**src/rtl/idli_slice_alu.sv**
```systemverilog
// Slice-serial ALU with a full-word comparator, LSB slice first.
// One result slice per accepted beat, registered, one cycle latency.
package idli_pkg;
    typedef enum logic [1:0] {
        ALU_ADD,
        ALU_AND,
        ALU_OR,
        ALU_XOR
    } alu_op_t;

    typedef enum logic [2:0] {
        CMP_OP_EQ,
        CMP_OP_NE,
        CMP_OP_LT,
        CMP_OP_LTU,
        CMP_OP_GE,
        CMP_OP_GEU,
        CMP_OP_ANY
    } cmp_op_t;
endpackage

module idli_slice_alu
    import idli_pkg::*;
#(
    parameter int SLICE_W    = 4,
    parameter int NUM_SLICES = 4
) (
    input  logic               i_clk,
    input  logic               i_rst_n,
    input  logic               i_vld,
    input  logic               i_flush,
    input  alu_op_t            i_op,
    input  logic               i_sub,
    input  cmp_op_t            i_cmp_op,
    input  logic [SLICE_W-1:0] i_lhs,
    input  logic [SLICE_W-1:0] i_rhs,
    output logic               o_vld,
    output logic [SLICE_W-1:0] o_res,
    output logic               o_last,
    output logic               o_cmp,
    output logic               o_cout
);

    localparam int CTR_W = (NUM_SLICES > 1) ? $clog2(NUM_SLICES) : 1;
    localparam logic [CTR_W-1:0] LAST_IDX = CTR_W'(NUM_SLICES - 1);

    logic [CTR_W-1:0]   ctr;
    alu_op_t            op_q;
    logic               sub_q;
    cmp_op_t            cmp_q;
    logic               carry_q;
    logic               ccarry_q;
    logic               z_q;

    logic               first;
    logic               last;
    logic               beat;
    alu_op_t            op;
    logic               sub;
    cmp_op_t            cmp_op;
    logic               cin;
    logic               ccin;
    logic [SLICE_W-1:0] rhs_eff;
    logic [SLICE_W:0]   sum;
    logic [SLICE_W:0]   diff;
    logic [SLICE_W-1:0] res;
    logic               c_msb;
    logic               ovf;
    logic               lt;
    logic               ltu;
    logic               z_nxt;
    logic               pred;

    always_comb begin
        first   = (ctr == '0);
        last    = (ctr == LAST_IDX);
        beat    = i_vld & ~i_flush;
        op      = first ? i_op     : op_q;
        sub     = first ? i_sub    : sub_q;
        cmp_op  = first ? i_cmp_op : cmp_q;
        cin     = first ? i_sub    : carry_q;
        ccin    = first ? 1'b1     : ccarry_q;
        rhs_eff = sub ? ~i_rhs : i_rhs;
        sum     = {1'b0, i_lhs} + {1'b0, rhs_eff}
                + {{SLICE_W{1'b0}}, cin};
        diff    = {1'b0, i_lhs} + {1'b0, ~i_rhs}
                + {{SLICE_W{1'b0}}, ccin};

        res = '0;
        unique case (op)
            ALU_ADD: res = sum[SLICE_W-1:0];
            ALU_AND: res = i_lhs & i_rhs;
            ALU_OR:  res = i_lhs | i_rhs;
            ALU_XOR: res = i_lhs ^ i_rhs;
            default: res = '0;
        endcase

        // Recover the carry into the MSB from the sum bit and its operands.
        c_msb = diff[SLICE_W-1] ^ i_lhs[SLICE_W-1] ^ ~i_rhs[SLICE_W-1];
        ovf   = c_msb ^ diff[SLICE_W];
        lt    = diff[SLICE_W-1] ^ ovf;
        ltu   = ~diff[SLICE_W];
        z_nxt = (first | z_q) & (diff[SLICE_W-1:0] == '0);

        pred = 1'b0;
        case (cmp_op)
            CMP_OP_EQ:  pred = z_nxt;
            CMP_OP_NE:  pred = ~z_nxt;
            CMP_OP_LT:  pred = lt;
            CMP_OP_LTU: pred = ltu;
            CMP_OP_GE:  pred = ~lt;
            CMP_OP_GEU: pred = ~ltu;
            CMP_OP_ANY: pred = 1'b1;
            default:    pred = 1'b0;
        endcase
    end

    always_ff @(posedge i_clk) begin
        if (!i_rst_n) begin
            ctr      <= '0;
            op_q     <= ALU_ADD;
            sub_q    <= 1'b0;
            cmp_q    <= CMP_OP_EQ;
            carry_q  <= 1'b0;
            ccarry_q <= 1'b0;
            z_q      <= 1'b1;
            o_vld    <= 1'b0;
            o_res    <= '0;
            o_last   <= 1'b0;
            o_cmp    <= 1'b0;
            o_cout   <= 1'b0;
        end else begin
            o_vld  <= beat;
            o_res  <= beat ? res : '0;
            o_last <= beat & last;
            o_cmp  <= beat & last & pred;
            o_cout <= beat & last & (op == ALU_ADD) & sum[SLICE_W];
            if (i_flush) begin
                ctr      <= '0;
                carry_q  <= 1'b0;
                ccarry_q <= 1'b0;
            end else if (i_vld) begin
                ctr      <= last ? '0 : ctr + 1'b1;
                carry_q  <= sum[SLICE_W];
                ccarry_q <= diff[SLICE_W];
                z_q      <= z_nxt;
                if (first) begin
                    op_q  <= i_op;
                    sub_q <= i_sub;
                    cmp_q <= i_cmp_op;
                end
            end
        end
    end

endmodule
```
**config.mk**
```make
export PLATFORM = sky130hd
export DESIGN_NAME = idli_slice_alu
export DESIGN_NICKNAME = d
export VERILOG_FILES = /design/src/rtl/idli_slice_alu.sv
export SDC_FILE = /design/constraint.sdc
export NUM_CORES = 1
export LEC_CHECK = 0
export ABC_CLOCK_PERIOD_IN_PS = 5000
export CAP_MARGIN = 20
export CORE_AREA = 5 5 67 69
export CTS_CLUSTER_DIAMETER = 30
export DETAILED_ROUTE_END_ITERATION = 12
export DIE_AREA = 0 0 72 74
export MAX_ROUTING_LAYER = met4
export SLEW_MARGIN = 15
export SYNTH_ARGS = -nofsm -noshare
export SYNTH_HDL_FRONTEND = slang
export SYNTH_SLANG_ARGS = --single-unit
```
**constraint.sdc**
```tcl
create_clock -name i_clk -period 5 [get_ports i_clk]
set_clock_uncertainty 0.1 [all_clocks]
set_input_delay 1 -clock i_clk [delete_from_list [all_inputs] [get_ports i_clk]]
set_output_delay 1 -clock i_clk [all_outputs]
set_load 0.05 [all_outputs]
```
==> results of run 1 <==
-- cell families (layout without fill, tap and decap cells) --
logic type	count (synthesis)	count (layout)	synth area share, %
AND/OR/NAND/NOR	43	43	14.3
AO/OA/AOI/OAI	39	39	20.0
buffers and inverters	23	46	6.97
adder cells (fa/ha/maj)	20	20	19.0
flip-flops	19	19	25.9
multiplexers	14	14	9.69
XOR/XNOR	7	7	4.17
-- worst min-delay path: stages (launching register included) --
cell and delay, ns:
dfxtp_1 0.32, nand2_1 0.05, a21boi_0 0.07
-- per-layer routing --
metal | GRT usage (%) | up-vias | part of all wire [%]
met5 | - | - | 0
met4 | 3.76 | 0 | 0.81
li1 | - | 622 | -
met2 | 21.2 | 15 | 49
met3 | 1.62 | 2 | 2.7
met1 | 15.7 | 552 | 48
-- cell type report --
cell class	instances	area (um2)	area share [%]
repair buffers	26	258	14.4
inverters	16	60.1	3.34
well taps	50	62.6	3.48
multi-input cells	123	988	55.1
clock buffers	3	41.3	2.30
flip-flops and latches	19	380	21.2
clock inverters	1	5.00	0.279
-- sequential cells by signal, summed over array words and instances (netlist names) --
signal / count
o_res: 4
cmp_q: 3
ctr: 2
op_q: 2
carry_q: 1
ccarry_q: 1
o_cmp: 1
o_cout: 1
o_last: 1
o_vld: 1
sub_q: 1
z_q: 1
-- worst max-delay path by stage --
stage | slack (ns) | from | cells past startpoint | end
6_report | 1.24 | i_lhs[0] | 9 | o_cmp$_SDFF_PN0_
5_1_grt | 1.13 | i_lhs[0] | 9 | o_cmp$_SDFF_PN0_
4_1_cts | 1.22 | i_lhs[0] | 9 | o_cmp$_SDFF_PN0_
3_5_place_dp | 0.95 | i_lhs[0] | 9 | o_cmp$_SDFF_PN0_
3_3_place_gp | 1.04 | i_lhs[0] | 9 | o_cmp$_SDFF_PN0_
2_1_floorplan | 1.62 | i_lhs[0] | 8 | o_cmp$_SDFF_PN0_
-- power by group --
part	leakage, nW	internal (W)	total, W	switching [W]
Clock	0.0255	0.0000553	0.000106	0.0000507
Sequential	0.155	0.000158	0.000161	0.00000333
Combinational	0.631	0.0000639	0.000140	0.0000762
Total	0.812	0.000277	0.000407	0.000130
-- cells in the final DEF, fill, tap and decap left out, drive strengths merged, types with 3 or more instances in the layout --
cell / instances
a211oi: 13
a21oi: 6
clkbuf: 3
clkdlybuf4s50: 25
dfxtp: 19
fa: 4
ha: 16
inv: 16
mux2i: 12
nand2: 11
nand3: 4
nor2: 15
nor2b: 5
o211a: 4
o21ai: 4
xnor2: 6
-- metrics by stage --
| stage | worst slack, ns | cell area (um2) |
|---|---|---|
| 2_1_floorplan | 1.62 | 1470 |
| 3_3_place_gp | 1.04 | 1750 |
| 3_5_place_dp | 0.952 | 1750 |
| 4_1_cts | 1.22 | 1800 |
| 5_1_grt | 1.13 | 1800 |
| 6_report | 1.24 | 1800 |
==> impl_metrics.json, run 1 <==
{
  "die_h_um": 74,
  "clkLatencyLatePin_ns": 0.25,
  "synth_nets": 203,
  "gp_congestion": 0.862,
  "post_cts_resized": 0,
  "outcome": "finished clean",
  "ys_seq_elements": 19,
  "fillCellCount": 399,
  "worst_hold_slack_ns": 0.379,
  "arrival_ns": 3.82,
  "die_area_um2": 5330,
  "row_count": 23,
  "grt-ovfl-total": 0,
  "grt_usage_pct": 12.6,
  "place_inst": 234,
  "cpMostUsedCell": "fa_1",
  "setup_tns_ns": 0,
  "drtIter0Drc": 46,
  "grt_pass1_wl_um": 5170,
  "fin_crit_ns": 3.76,
  "cts_tree": "built",
  "ys_seq_area_share_pct": 25.9,
  "relSlewSlack_pct": 33.2,
  "hold_path_depth": 2,
  "synthCells": 165,
  "reg2reg_slack_ns": 1.51,
  "critPathTopFamily": "adder cells",
  "clock_path_buffers": 2,
  "first_pass_iters": 4,
  "core_um2": 3860,
  "cts.sinks": 19,
  "crit_chain": "clkdlybuf4s50_1 -> inv_1 -> fa_1 -> fa_1 -> or2_4 -> or4_4 -> a31oi_4 -> mux2i_1 -> a311oi_1",
  "crit_slowest_cell": "clkdlybuf4s50_1",
  "ys_warn_count": 0,
  "drc": 0,
  "required_ns": 5.06,
  "syn_area_um2": 1470,
  "worst-path-buf-inv": 2,
  "initial_core_util_pct": 38.2,
  "finalCritPeriodShare_pct": 75.3,
  "finalMaxSlewViolations": 0,
  "finalHoldViolations": 0,
  "rr_endpoint": "o_cmp$_SDFF_PN0_",
  "synthToLayoutAreaGrowth_pct": 22.0,
  "critPathCaptureType": "flop",
  "synth_edf_count": 0,
  "worst_r2r_path_depth": 10,
  "hold_end": "sub_q$_SDFFE_PN0P_",
  "die_w_um": 72,
  "min_from": "sub_q$_SDFFE_PN0P_",
  "setup_viol": 0,
  "io_pins": 26,
  "postCtsSetupRepairBufs": 0,
  "postRouteAntennaNets": 0,
  "timing.rr.start": "ctr[0]$_SDFFE_PP0P_",
  "ys_types": 35,
  "io_buffer_count": 25,
  "vdd.ir_drop.worst_mv": 0.0891,
  "synth_common_cells": "dfxtp_1, ha_1, inv_1",
  "p_per_area_nw_per_um2": 227,
  "yosys_most_used_dff": "dfxtp_1",
  "cpPeakStageDelay_ns": 0.49,
  "fin_cells": 238,
  "tightestPinTransition_ns": 0.975,
  "antenna_found_initial": 0,
  "crit_fanout": 4,
  "grt_max_degree": 15,
  "vias_per_cell": 5.00,
  "syn_area_per_cell_um2": 8.92,
  "cts_inserted_buffers": 3,
  "synth_top_area_share_pct": 25.9,
  "first_global_vias": 1141,
  "ys_top_cells_by_area": "dfxtp_1, ha_1, mux2i_1",
  "fmax_ghz": 0.266,
  "fin_util_pct": 46.6,
  "wl_um": 3070,
  "hold_path.class": "reg2reg",
  "synth.most_common_cell": "dfxtp_1",
  "rsz0062_at_grt": "no",
  "clk_pin_slew_ns": 0.07,
  "crit_type": "in2reg",
  "leakage_nw": 0.812,
  "async_flop_share_pct": 0,
  "hold_buffers": 0,
  "dp_hpwl_um": 2480,
  "cts_htree_levels": 1,
  "drive_gt1_share_pct": 5.85,
  "final_nets": 227,
  "routedWlPerCell_um": 12.9,
  "synth_top_cell_by_area": "dfxtp_1",
  "cap_violations": 0,
  "start_kind": "primary input",
  "vias": 1191,
  "root_buffer": "clkbuf_8",
  "num_antenna_cells": 0,
  "total_power_w": 0.000407
}
Power figures use the tool's default switching activity.
==> run 2: changes to the inputs <==
Settings changed: ABC_CLOCK_PERIOD_IN_PS 5000 to 3900.
Clock period 5 ns to 3.9 ns, I/O delays scaled along.
==> run 2 against run 1 <==
Sequential cell count stayed put. Die area unchanged. Final cell count increased by 0.84%. Count of clock-buffer cells in the layout is the same. Register-to-register slack lost 1.1 ns. Sequential power is 29% higher. Via count up 2.0%. Highest routed layer unchanged.
==> impl_metrics.json, run 2 (synthesized netlist as in run 1, its figures left out) <==
{
  "tightestPinTransition_ns": 0.681,
  "cts_tree": "built",
  "crit_type": "in2reg",
  "grt_pass1_wl_um": 5240,
  "num_antenna_cells": 0,
  "start_kind": "primary input",
  "clock_path_buffers": 2,
  "die_area_um2": 5330,
  "cts_inserted_buffers": 3,
  "combPwrFrac_pct": 34.4,
  "die_h_um": 74,
  "wl_um": 3130,
  "rsz0062_at_grt": "no",
  "routedWlPerCell_um": 13.1,
  "outcome": "finished clean",
  "fin_cells": 240,
  "cts.sinks": 19,
  "core_um2": 3860,
  "fin_util_pct": 46.9,
  "regMostFlops": "o_res",
  "clk_pin_slew_ns": 0.08,
  "total_power_w": 0.000526,
  "setup_viol": 0,
  "first_pass_iters": 4,
  "switching_share_pct": 32.2,
  "cap_violations": 0,
  "internal-power_w": 0.000357,
  "drtIter0Drc": 18,
  "grt-ovfl-total": 0,
  "finalHoldViolations": 0,
  "antenna_found_initial": 0,
  "io_buffer_count": 25,
  "finalCritPeriodShare_pct": 90.6,
  "hold_buffers": 0,
  "postCtsSetupRepairBufs": 0,
  "vias": 1215,
  "finalMaxSlewViolations": 0,
  "hold_path.class": "reg2reg",
  "clkLatencyLatePin_ns": 0.25,
  "postRouteAntennaNets": 0,
  "dp_hpwl_um": 2630,
  "io_pins": 26,
  "post_cts_resized": 0,
  "vdd.ir_drop.worst_mv": 0.115,
  "p_per_area_nw_per_um2": 291,
  "fin_crit_ns": 3.53,
  "first_global_vias": 1172,
  "worst_hold_slack_ns": 0.389,
  "pwr-share-clk_pct": 26.3,
  "required_ns": 3.97,
  "cts_htree_levels": 1,
  "layout_common_cells": "clkdlybuf4s50_1, dfxtp_1, inv_1, ha_1, nor2_1",
  "largest_reg_flops": 4,
  "initial_core_util_pct": 38.2,
  "die_w_um": 72,
  "drive_gt1_share_pct": 6.84,
  "place_inst": 236,
  "final_nets": 229,
  "vias_per_cell": 5.06,
  "largestRegisters": "o_res: 4 flops, cmp_q: 3 flops",
  "grt_max_degree": 14,
  "fmax_ghz": 0.283,
  "root_buffer": "clkbuf_8",
  "crit_fanout": 4,
  "setup_tns_ns": 0,
  "row_count": 23,
  "drc": 0,
  "critPathCaptureType": "flop",
  "grt_usage_pct": 12.6,
  "p_seq_share_pct": 39.3,
  "switchingPower_w": 0.000169,
  "arrival_ns": 3.60,
  "synthToLayoutAreaGrowth_pct": 23.0,
  "mostFrequentLayoutCell": "clkdlybuf4s50_1",
  "gp_congestion": 0.922,
  "relSlewSlack_pct": 53.3,
  "leakage_nw": 0.821
}
run 2: changes by cell type in the layout (fill, tap and decap cells not counted):
cell | before | now
buf_4 | 1 | 3
run 2: path summary, 6_finish.rpt:
kind	start	to	slack [ns]	cells after the start
max	i_lhs[0]	o_cmp$_SDFF_PN0_	0.37	9
min	sub_q$_SDFFE_PN0P_	sub_q$_SDFFE_PN0P_	0.39	2
max reg2reg	ctr[0]$_SDFFE_PP0P_	carry_q$_SDFFE_PP0P_	0.46	11
min reg2reg	sub_q$_SDFFE_PN0P_	sub_q$_SDFFE_PN0P_	0.39	2
run 2: power by group through the flow:
stage                     Sequential (W)  Combinational, W  Clock [W]
after floorplan                 0.000218          0.000122          0
after global placement          0.000211          0.000176          0
after detailed placement        0.000211          0.000183          0
after CTS                       0.000207          0.000184   0.000145
after global routing            0.000208          0.000202   0.000151
final                           0.000207          0.000181   0.000138
run 2: critical path, stage by stage:
cell,delay [ns]
clkdlybuf4s50_1,0.49
inv_1,0.10
fa_1,0.46
fa_1,0.45
or2_4,0.27
or4_4,0.49
a31oi_4,0.19
mux2i_1,0.10
a311oi_1,0.27
run 2: area by class of cell:
cell class	count	area, um2
clock buffer	3	41.3
clock inverter	1	5.00
fill	382	2050
inverter	16	60.1
multi-input combinational	123	988
sequential	19	380
tap	50	62.6
timing repair buffer	28	273
run 2: through the flow:
stage | instance area, um2 | setup slack [ns]
4_1_cts | 1810 | 0.356
5_1_grt | 1810 | 0.192
2_1_floorplan | 1470 | 0.708
3_3_place_gp | 1760 | 0.158
6_report | 1810 | 0.367
3_5_place_dp | 1760 | 0.0883
run 2: routing by layer:
metal / vias to the layer above / global-route usage, % / wire length [um]
li1: 625 / - / -
met1: 569 / 14.9 / 1360
met2: 19 / 22.7 / 1640
met3: 2 / 1.35 / 107
met4: 0 / 3.34 / 25
met5: - / - / 0
==> run 3: changes to the inputs <==
Settings changed: ABC_CLOCK_PERIOD_IN_PS 3900 to unset.
==> results of run 3 <==
Same layout as run 2: the final DEF is identical, and so are final timing and power.
